[src/rtl/map_scan_pkg.sv]
// map_scan_pkg: shared state encoding and default parameters for the
// LED-matrix map scanner (map_scan_ctrl and scan_tick_gen).
package map_scan_pkg;

  localparam int DEF_COLS         = 5;
  localparam int DEF_ROWS         = 7;
  localparam int DEF_SEL_W        = 3;
  localparam int DEF_TICKS        = 4;
  localparam int DEF_BLINK_FRAMES = 2;

  // state    | meaning
  // ST_IDLE  | outputs blanked, waiting for en
  // ST_LATCH | one cycle: frame buffer captures map_in
  // ST_SCAN  | columns driven in turn, TICKS cycles each
  typedef enum logic [1:0] {
    ST_IDLE  = 2'd0,
    ST_LATCH = 2'd1,
    ST_SCAN  = 2'd2
  } state_e;

endpackage

[src/rtl/scan_tick_gen.sv]
// scan_tick_gen: per-column dwell divider. tick_last_o pulses on every
// TICKS-th enabled cycle; dropping en_i restarts the count from zero.
module scan_tick_gen
  import map_scan_pkg::*;
#(
  parameter int TICKS = DEF_TICKS
) (
  input  logic clk,
  input  logic rst_n,
  input  logic en_i,
  output logic tick_last_o
);

  localparam int TW = (TICKS > 1) ? $clog2(TICKS) : 1;
  localparam logic [TW-1:0] LAST = TW'(TICKS - 1);

  logic [TW-1:0] cnt_q, cnt_d;

  // next count: hold at zero while disabled, wrap after the last tick
  always_comb begin
    cnt_d = cnt_q;
    if (!en_i || (cnt_q == LAST)) cnt_d = '0;
    else                          cnt_d = cnt_q + 1'b1;
  end

  // count register
  always_ff @(posedge clk or negedge rst_n) begin
    if (!rst_n) cnt_q <= '0;
    else        cnt_q <= cnt_d;
  end

  assign tick_last_o = en_i && (cnt_q == LAST);

endmodule

[src/rtl/map_scan_ctrl.sv]
// map_scan_ctrl: latches a map pattern once per frame and scans it column
// by column onto an active-low column / active-high row matrix.
// Optional blink gating is compiled in with the macro MAP_SCAN_BLINK_EN.
module map_scan_ctrl
  import map_scan_pkg::*;
#(
  parameter int COLS         = DEF_COLS,
  parameter int ROWS         = DEF_ROWS,
  parameter int SEL_W        = DEF_SEL_W,
  parameter int TICKS        = DEF_TICKS,
  parameter int BLINK_FRAMES = DEF_BLINK_FRAMES
) (
  input  logic                 clk,
  input  logic                 rst_n,
  input  logic                 en,
  input  logic                 load,
  input  logic [SEL_W-1:0]     sel,
  input  logic [ROWS*COLS-1:0] map_in,
  input  logic                 blink,
  output logic [SEL_W-1:0]     sel_q,
  output logic [COLS-1:0]      col_n,
  output logic [ROWS-1:0]      row,
  output logic                 frame_done,
  output logic                 busy
);

  localparam int CW = (COLS > 1) ? $clog2(COLS) : 1;
  localparam logic [CW-1:0] LAST_COL = CW'(COLS - 1);

  state_e               state_q, state_d;
  logic                 armed_q;
  logic [CW-1:0]        col_q, col_d;
  logic [SEL_W-1:0]     sel_d;
  logic [SEL_W-1:0]     pend_q, pend_d;
  logic                 pend_vld_q, pend_vld_d;
  logic [ROWS*COLS-1:0] fb_q, fb_d;

  logic                 in_scan;
  logic                 tick_last;
  logic                 frame_end;
  logic                 vis;
  logic [COLS-1:0]      col_oh;
  logic [ROWS-1:0]      row_raw;

  assign in_scan   = (state_q == ST_SCAN);
  assign frame_end = in_scan && tick_last && (col_q == LAST_COL);

  scan_tick_gen #(.TICKS(TICKS)) u_tick (
    .clk         (clk),
    .rst_n       (rst_n),
    .en_i        (in_scan),
    .tick_last_o (tick_last)
  );

  // next-state logic; armed_q holds off the first LATCH for one edge after reset
  always_comb begin
    state_d = state_q;
    case (state_q)
      ST_IDLE:  if (en && armed_q) state_d = ST_LATCH;
      ST_LATCH: state_d = ST_SCAN;
      ST_SCAN:  if (frame_end) state_d = en ? ST_LATCH : ST_IDLE;
      default:  state_d = ST_IDLE;
    endcase
  end

  // column stepping, frame capture and map-select bookkeeping
  always_comb begin
    col_d      = col_q;
    fb_d       = fb_q;
    sel_d      = sel_q;
    pend_d     = pend_q;
    pend_vld_d = pend_vld_q;

    if (!in_scan)       col_d = '0;
    else if (tick_last) col_d = (col_q == LAST_COL) ? '0 : col_q + 1'b1;

    if (state_q == ST_LATCH) fb_d = map_in;

    if (state_q == ST_IDLE) begin
      if (load) begin
        sel_d      = sel;
        pend_vld_d = 1'b0;
      end
    end else if (frame_end) begin
      // a load coinciding with frame end beats any older pending request
      if (load)            sel_d = sel;
      else if (pend_vld_q) sel_d = pend_q;
      pend_vld_d = 1'b0;
    end else if (load) begin
      pend_d     = sel;
      pend_vld_d = 1'b1;
    end
  end

  // state and datapath registers
  always_ff @(posedge clk or negedge rst_n) begin
    if (!rst_n) begin
      state_q    <= ST_IDLE;
      armed_q    <= 1'b0;
      col_q      <= '0;
      fb_q       <= '0;
      sel_q      <= '0;
      pend_q     <= '0;
      pend_vld_q <= 1'b0;
    end else begin
      state_q    <= state_d;
      armed_q    <= 1'b1;
      col_q      <= col_d;
      fb_q       <= fb_d;
      sel_q      <= sel_d;
      pend_q     <= pend_d;
      pend_vld_q <= pend_vld_d;
    end
  end

`ifdef MAP_SCAN_BLINK_EN
  localparam int BW = (BLINK_FRAMES > 1) ? $clog2(BLINK_FRAMES) : 1;
  localparam logic [BW-1:0] BLINK_LAST = BW'(BLINK_FRAMES - 1);

  logic [BW-1:0] bcnt_q, bcnt_d;
  logic          vis_q, vis_d;

  // count completed frames while blinking; flip visibility every BLINK_FRAMES
  always_comb begin
    bcnt_d = bcnt_q;
    vis_d  = vis_q;
    if (!blink) begin
      bcnt_d = '0;
      vis_d  = 1'b1;
    end else if (frame_end) begin
      if (bcnt_q == BLINK_LAST) begin
        bcnt_d = '0;
        vis_d  = ~vis_q;
      end else begin
        bcnt_d = bcnt_q + 1'b1;
      end
    end
  end

  // blink registers
  always_ff @(posedge clk or negedge rst_n) begin
    if (!rst_n) begin
      bcnt_q <= '0;
      vis_q  <= 1'b1;
    end else begin
      bcnt_q <= bcnt_d;
      vis_q  <= vis_d;
    end
  end

  assign vis = vis_q;
`else
  logic unused_blink;
  assign unused_blink = blink;
  assign vis          = 1'b1;
`endif

  // column one-hot and row slice of the active column
  always_comb begin
    col_oh  = '0;
    row_raw = '0;
    for (int c = 0; c < COLS; c++) begin
      if (col_q == CW'(c)) begin
        col_oh[c] = 1'b1;
        row_raw   = fb_q[c*ROWS +: ROWS];
      end
    end
  end

  assign col_n      = in_scan ? ~col_oh : '1;
  assign row        = (in_scan && vis) ? row_raw : '0;
  assign frame_done = frame_end;
  assign busy       = (state_q != ST_IDLE);

endmodule

[config.mk]
export PLATFORM = sky130hd
export DESIGN_NAME = map_scan_ctrl
export DESIGN_NICKNAME = d
export VERILOG_FILES = /design/src/rtl/map_scan_pkg.sv /design/src/rtl/scan_tick_gen.sv /design/src/rtl/map_scan_ctrl.sv
export SDC_FILE = /design/constraint.sdc
export NUM_CORES = 1
export LEC_CHECK = 0
export ABC_AREA = 1
export BUFFER_PORTS_ARGS = -buffer_cell sky130_fd_sc_hd__buf_2
export CORE_MARGIN = 5
export CORE_UTILIZATION = 30
export DETAILED_ROUTE_END_ITERATION = 10
export PLACE_DENSITY = 0.57
export SKIP_CTS_REPAIR_TIMING = 1
export SLEW_MARGIN = 20
export SYNTH_ARGS = -nofsm -noshare
export SYNTH_HDL_FRONTEND = slang
export SYNTH_SLANG_ARGS = --single-unit
[constraint.sdc]
create_clock -name clk -period 3.8 [get_ports clk]
set_clock_uncertainty 0.05 [all_clocks]
set_input_delay 0.95 -clock clk [delete_from_list [all_inputs] [get_ports clk]]
set_output_delay 0.95 -clock clk [all_outputs]
set_load 0.02 [all_outputs]
Yosys cells after proc, flatten, opt, wreduce, memory -nomap -nowiden
Index checks and enable logic that the tools add are counted.

Register bits after elaboration: 50. Bits of input ports: 43. Output and inout port bits: 17. Word-level logic and storage cells: 69.

Add/subtract/negate cells: 2. Equal/unequal tests: 12. Mux-type cells: 29. Bitwise logic cells: 3. Reductions and logical operators: 15.

Operators with widths (number): $mux W7 (6); $mux W3 (8); $mux W1 (10); $eq A3 B2 Y1 const B (2); $mux W2 (3); $ne A2 B2 Y1 const B (3); $pmux W2 S3 (1); $reduce_and A3 Y1 (2); $reduce_bool A2 Y1 (3); $mux W5 (1); $not A5 Y5 (1); $eq A2 B2 Y1 const B (2); $logic_and A1 B1 Y1 (4); $reduce_and A2 Y1 (2); $add A3 B1 Y3 const B (1); $eq A3 B1 Y1 const B (1); $eq A3 B3 Y1 const B (1); $logic_not A3 Y1 (1); $ne A3 B2 Y1 const B (1); $add A2 B1 Y2 const B (1); $eq A2 B1 Y1 const B (1); $logic_not A2 Y1 (1); $ne A2 B1 Y1 const B (1); $not A1 Y1 (2); other kinds (2) (2).

Logic depth before layout (Yosys ltp)
Word-level depth: 7. Mapped depth: 9. Depth with buffers taken out: 9.

Cells and area by module
A second synthesis with hierarchy kept.

Cells, all modules: 282. Area total of the unflattened synthesis: 2610.0 sq um.

By module, submodules not included: map_scan_ctrl (instances 1, cells an instance 272, area each 2521.2 sq um, seq. area each 1201.2 sq um); scan_tick_gen (instances 1, cells an instance 10, area each 88.8 sq um, seq. area each 50.0 sq um).

Worst setup path before layout
OpenSTA, ideal clock, no wires.

Path kind: reg-to-output. Start point: register col_q[0]. End point: output port row[5]. Data arrival time: 1.555 ns. Required time: 2.800 ns. Slack: 1.245 ns. Cell stages (with the launch flop): 9. Path buffers: 1. Cell sequence: dfrtp_1 > ha_1 > ha_1 > clkbuf_1 > inv_1 > o21ai_0 > inv_1 > nand2_1 > a21oi_1.

Cells in the longest elaborated chain, start to end: 7. Elaborated cells on any way between the ends: 11. Those cells by class: eq/ne (4); mux (6); reduce/logical (1).

Ends and longest elaborated chain: from (decl) (line map_scan_ctrl.sv:32) `logic [CW-1:0] col_q, col_d;`; from (signal assigned) (line map_scan_ctrl.sv:108) `col_q <= col_d;`; $logic_not A3 Y1 (line map_scan_ctrl.sv:163) `if (col_q == CW'(c)) begin`; $mux W7 (4 in series) (line map_scan_ctrl.sv:163); $mux W7 (*) (line map_scan_ctrl.sv:163); $mux W7 (*) (line map_scan_ctrl.sv:171) `assign row = (in_scan && vis) ? row_raw : '0;`; to (decl) (line map_scan_ctrl.sv:22) `output logic [ROWS-1:0] row,`.

Every way passes the cells marked *; elsewhere a longest branch is shown, timed or not.

Worst setup path in the final report
Start point: register col_q[0]. End point: output port row[4].

Same word-level chain as after synthesis.

==> results.toml <==
[run_status]
status = "finished, final reports clean"

[clock_tree]
clkTransAtPathRegs_ns = 0.09
clockBufferDepth = 2
cts_tree = "yes"
insertion_delay_ns = 0.30
cts_buffers = 5
cts_root_buf = "clkbuf_8"
htree_levels = 2
clock-sinks = 50

[sta]
tightest_slew_ns = 0.8751
rsz0062_at_grt = "no"
setup_viol = 0
slew_headroom = 0.4145
setup_tns_ns = 0
hold_viol_final = 0
fin_ws_ns = 0.7212
fmax_mhz = 324.8
min_period_over_period = 0.8102
min_period_ns = 3.079
drv_slew = 0

[routing]
routed_wl_mm = 5.456
via_per_inst = 4.385
drtIter0Drc = 100
via_count = 1903
postRouteAntennaNets = 0
dr.pass1.iters = 4
wire_per_inst_um = 12.57
drcViolationCount = 0

[critical_path]
cp.required_ns = 2.80
setup.worst_path.class = "register to output port"
critPathArrivalTime_ns = 2.08
reg2reg_depth = 9
rrSetupSlack_ns = 1.91
endpoint_kind = "output port"
reg2reg_to = "sel_q[1]$_DFFE_PN0P_"
r2r-start = "col_q[0]$_DFFE_PN0P_"
cp_max_fo = 8
start_kind = "register"

[floorplanning]
fp.dieW_um = 100.9
start_util = 0.3049
io_pins = 60
dieArea_um2 = 10180
die_height_um = 100.9
coreArea_um2 = 8134
rows = 33

[synthesis]
synthTopCellsByArea = "dfrtp_1 50%, mux2_1 15%, nand2_1 10%"
netlist_area_um2 = 2480
synth_xor_area_frac = 0
synth.area.mux_share = 0.1544
synth_top_family_by_area = "simple AND/OR/NAND/NOR gates"
syn_inst = 270
yosysTopAreaCell = "dfrtp_1"
synth_nets = 319
synthAdderAreaFrac = 0.03027
yosysWarnings = 0
avgSynthCellArea_um2 = 9.185
synth_seq_cells = 50
synth_compound_area_frac = 0.06811
synth_top_area_frac = 0.5045
synthSimpleGateAreaFrac = 0.1640
synth_seq_area_share = 0.5045
ys_types = 20

[pwr]
peakVddDrop_mv = 0.2126
power_density_nw_per_um2 = 655.1
power_leakage_nw = 1.521

[placed_design]
place_area_um2 = 2879
io_buffers = 58
gp_congestion = 0.7734
dp_hpwl_mm = 4.096
dpl_worst_slack_ns = 1.025

[min_path]
min_path_cells = 1
hold_end = "u_tick.cnt_q[0]$_DFF_PN0_"
holdCritStartpoint = "u_tick.cnt_q[0]$_DFF_PN0_"
worstHoldPathType = "register to register"

[finish]
final_common_cell = "nand2_1"
fillCellCount = 854
area_growth_pct = 19.32
fin_area_um2 = 2959
final_net_count = 378
final_cell_mix = "66 x nand2_1, 58 x buf_2, 50 x dfrtp_1"
antennaDiodeCount = 0
layout-drive-gt1-share = 0.2249

[global_routing]
grt_pass1_vias = 1930
grt_overflow_total = 0
grt_max_degree = 38
antenna_found_initial = 0
grt_usage = 0.1140
grt_pass1_wl_mm = 9.183

[flow_run]
maxCapViolCount = 0
-- power by group --
| group | switching (mW) | internal, mW | total, mW |
|---|---|---|---|
| clock network | 0.175 | 0.127 | 0.302 |
| registers | 0.122 | 0.778 | 0.900 |
| logic | 0.430 | 0.307 | 0.737 |
| total | 0.727 | 1.21 | 1.94 |
-- worst max-delay path: stages (launching register included) --
cell     delay, ns
dfrtp_1       0.42
inv_1         0.12
ha_1          0.18
inv_1         0.04
nor2_1        0.36
nand3_1       0.12
nand2_1       0.10
nand2_1       0.08
a21oi_1       0.16
buf_2         0.19
-- logic make-up (layout without fill, tap and decap cells) --
| logic type | after synthesis | count (layout) |
|---|---|---|
| compound gates | 32 | 32 |
| fa+ha+maj | 6 | 6 |
| buf+inv | 49 | 108 |
| flops | 50 | 50 |
| mux | 34 | 34 |
| other cells | 1 | 1 |
| simple gates | 98 | 98 |
-- layout make-up --
class | instances | area [µm²] | share of cell area
Clock inverter | 1 | 7.507 | 0.002537
Inverter | 41 | 153.9 | 0.05201
Timing Repair Buffer | 60 | 305.3 | 0.1032
Tap cell | 105 | 131.4 | 0.04440
Multi-Input combinational cell | 171 | 1037 | 0.3505
Clock buffer | 6 | 72.57 | 0.02452
Sequential cell | 50 | 1251 | 0.4228
-- registers in the layout (all words and copies together), names as in the netlist --
name and flops:
pend_vld_q 1, col_q 3, u_tick.cnt_q 2, pend_q 3, armed_q 1, state_q 2
sel_q 3, fb_q 35
-- per-stage QoR --
stage                 util  hold slack, ns  power [mW]  instances
floorplan                -          0.3591       1.423        270
global placement    0.3539          0.3705       1.653        427
detailed placement  0.3539          0.3791       1.671        427
CTS                 0.3638          0.3921       1.973        434
global route        0.3638          0.4075       2.108        434
finish              0.3638          0.3966       1.939        434
-- Yosys cell counts (all sizes together) --
| master | n |
|---|---|
| nor2 | 10 |
| o211ai | 2 |
| clkbuf | 2 |
| ha | 6 |
| buf | 6 |
| nand3 | 20 |
| nor3b | 1 |
| o21ai | 21 |
| mux2 | 34 |
| inv | 41 |
| dfrtp | 50 |
| nand2 | 67 |
| a21oi | 9 |
| conb | 1 |
-- worst max-delay path by stage --
stage	start	endpoint	slack [ns]
floorplan	col_q[0]$_DFFE_PN0P_	row[5]	1.24
global placement	col_q[1]$_DFFE_PN0P_	row[5]	1.04
detailed placement	col_q[0]$_DFFE_PN0P_	row[4]	1.03
CTS	col_q[0]$_DFFE_PN0P_	row[4]	0.66
global route	col_q[0]$_DFFE_PN0P_	row[4]	0.49
finish	col_q[0]$_DFFE_PN0P_	row[4]	0.72
-- routing by layer --
layer | wire length [µm] | share of wire | up-vias | global-route usage
met4 | 68 | 0.012 | 0 | 0.03374
met1 | 2581 | 0.47 | 881 | 0.1503
met3 | 195 | 0.036 | 6 | 0.02491
li1 | - | - | 978 | -
met2 | 2610 | 0.48 | 38 | 0.1878
met5 | 0 | 0 | - | 0
Note: power is estimated with default switching activity, not from simulation.
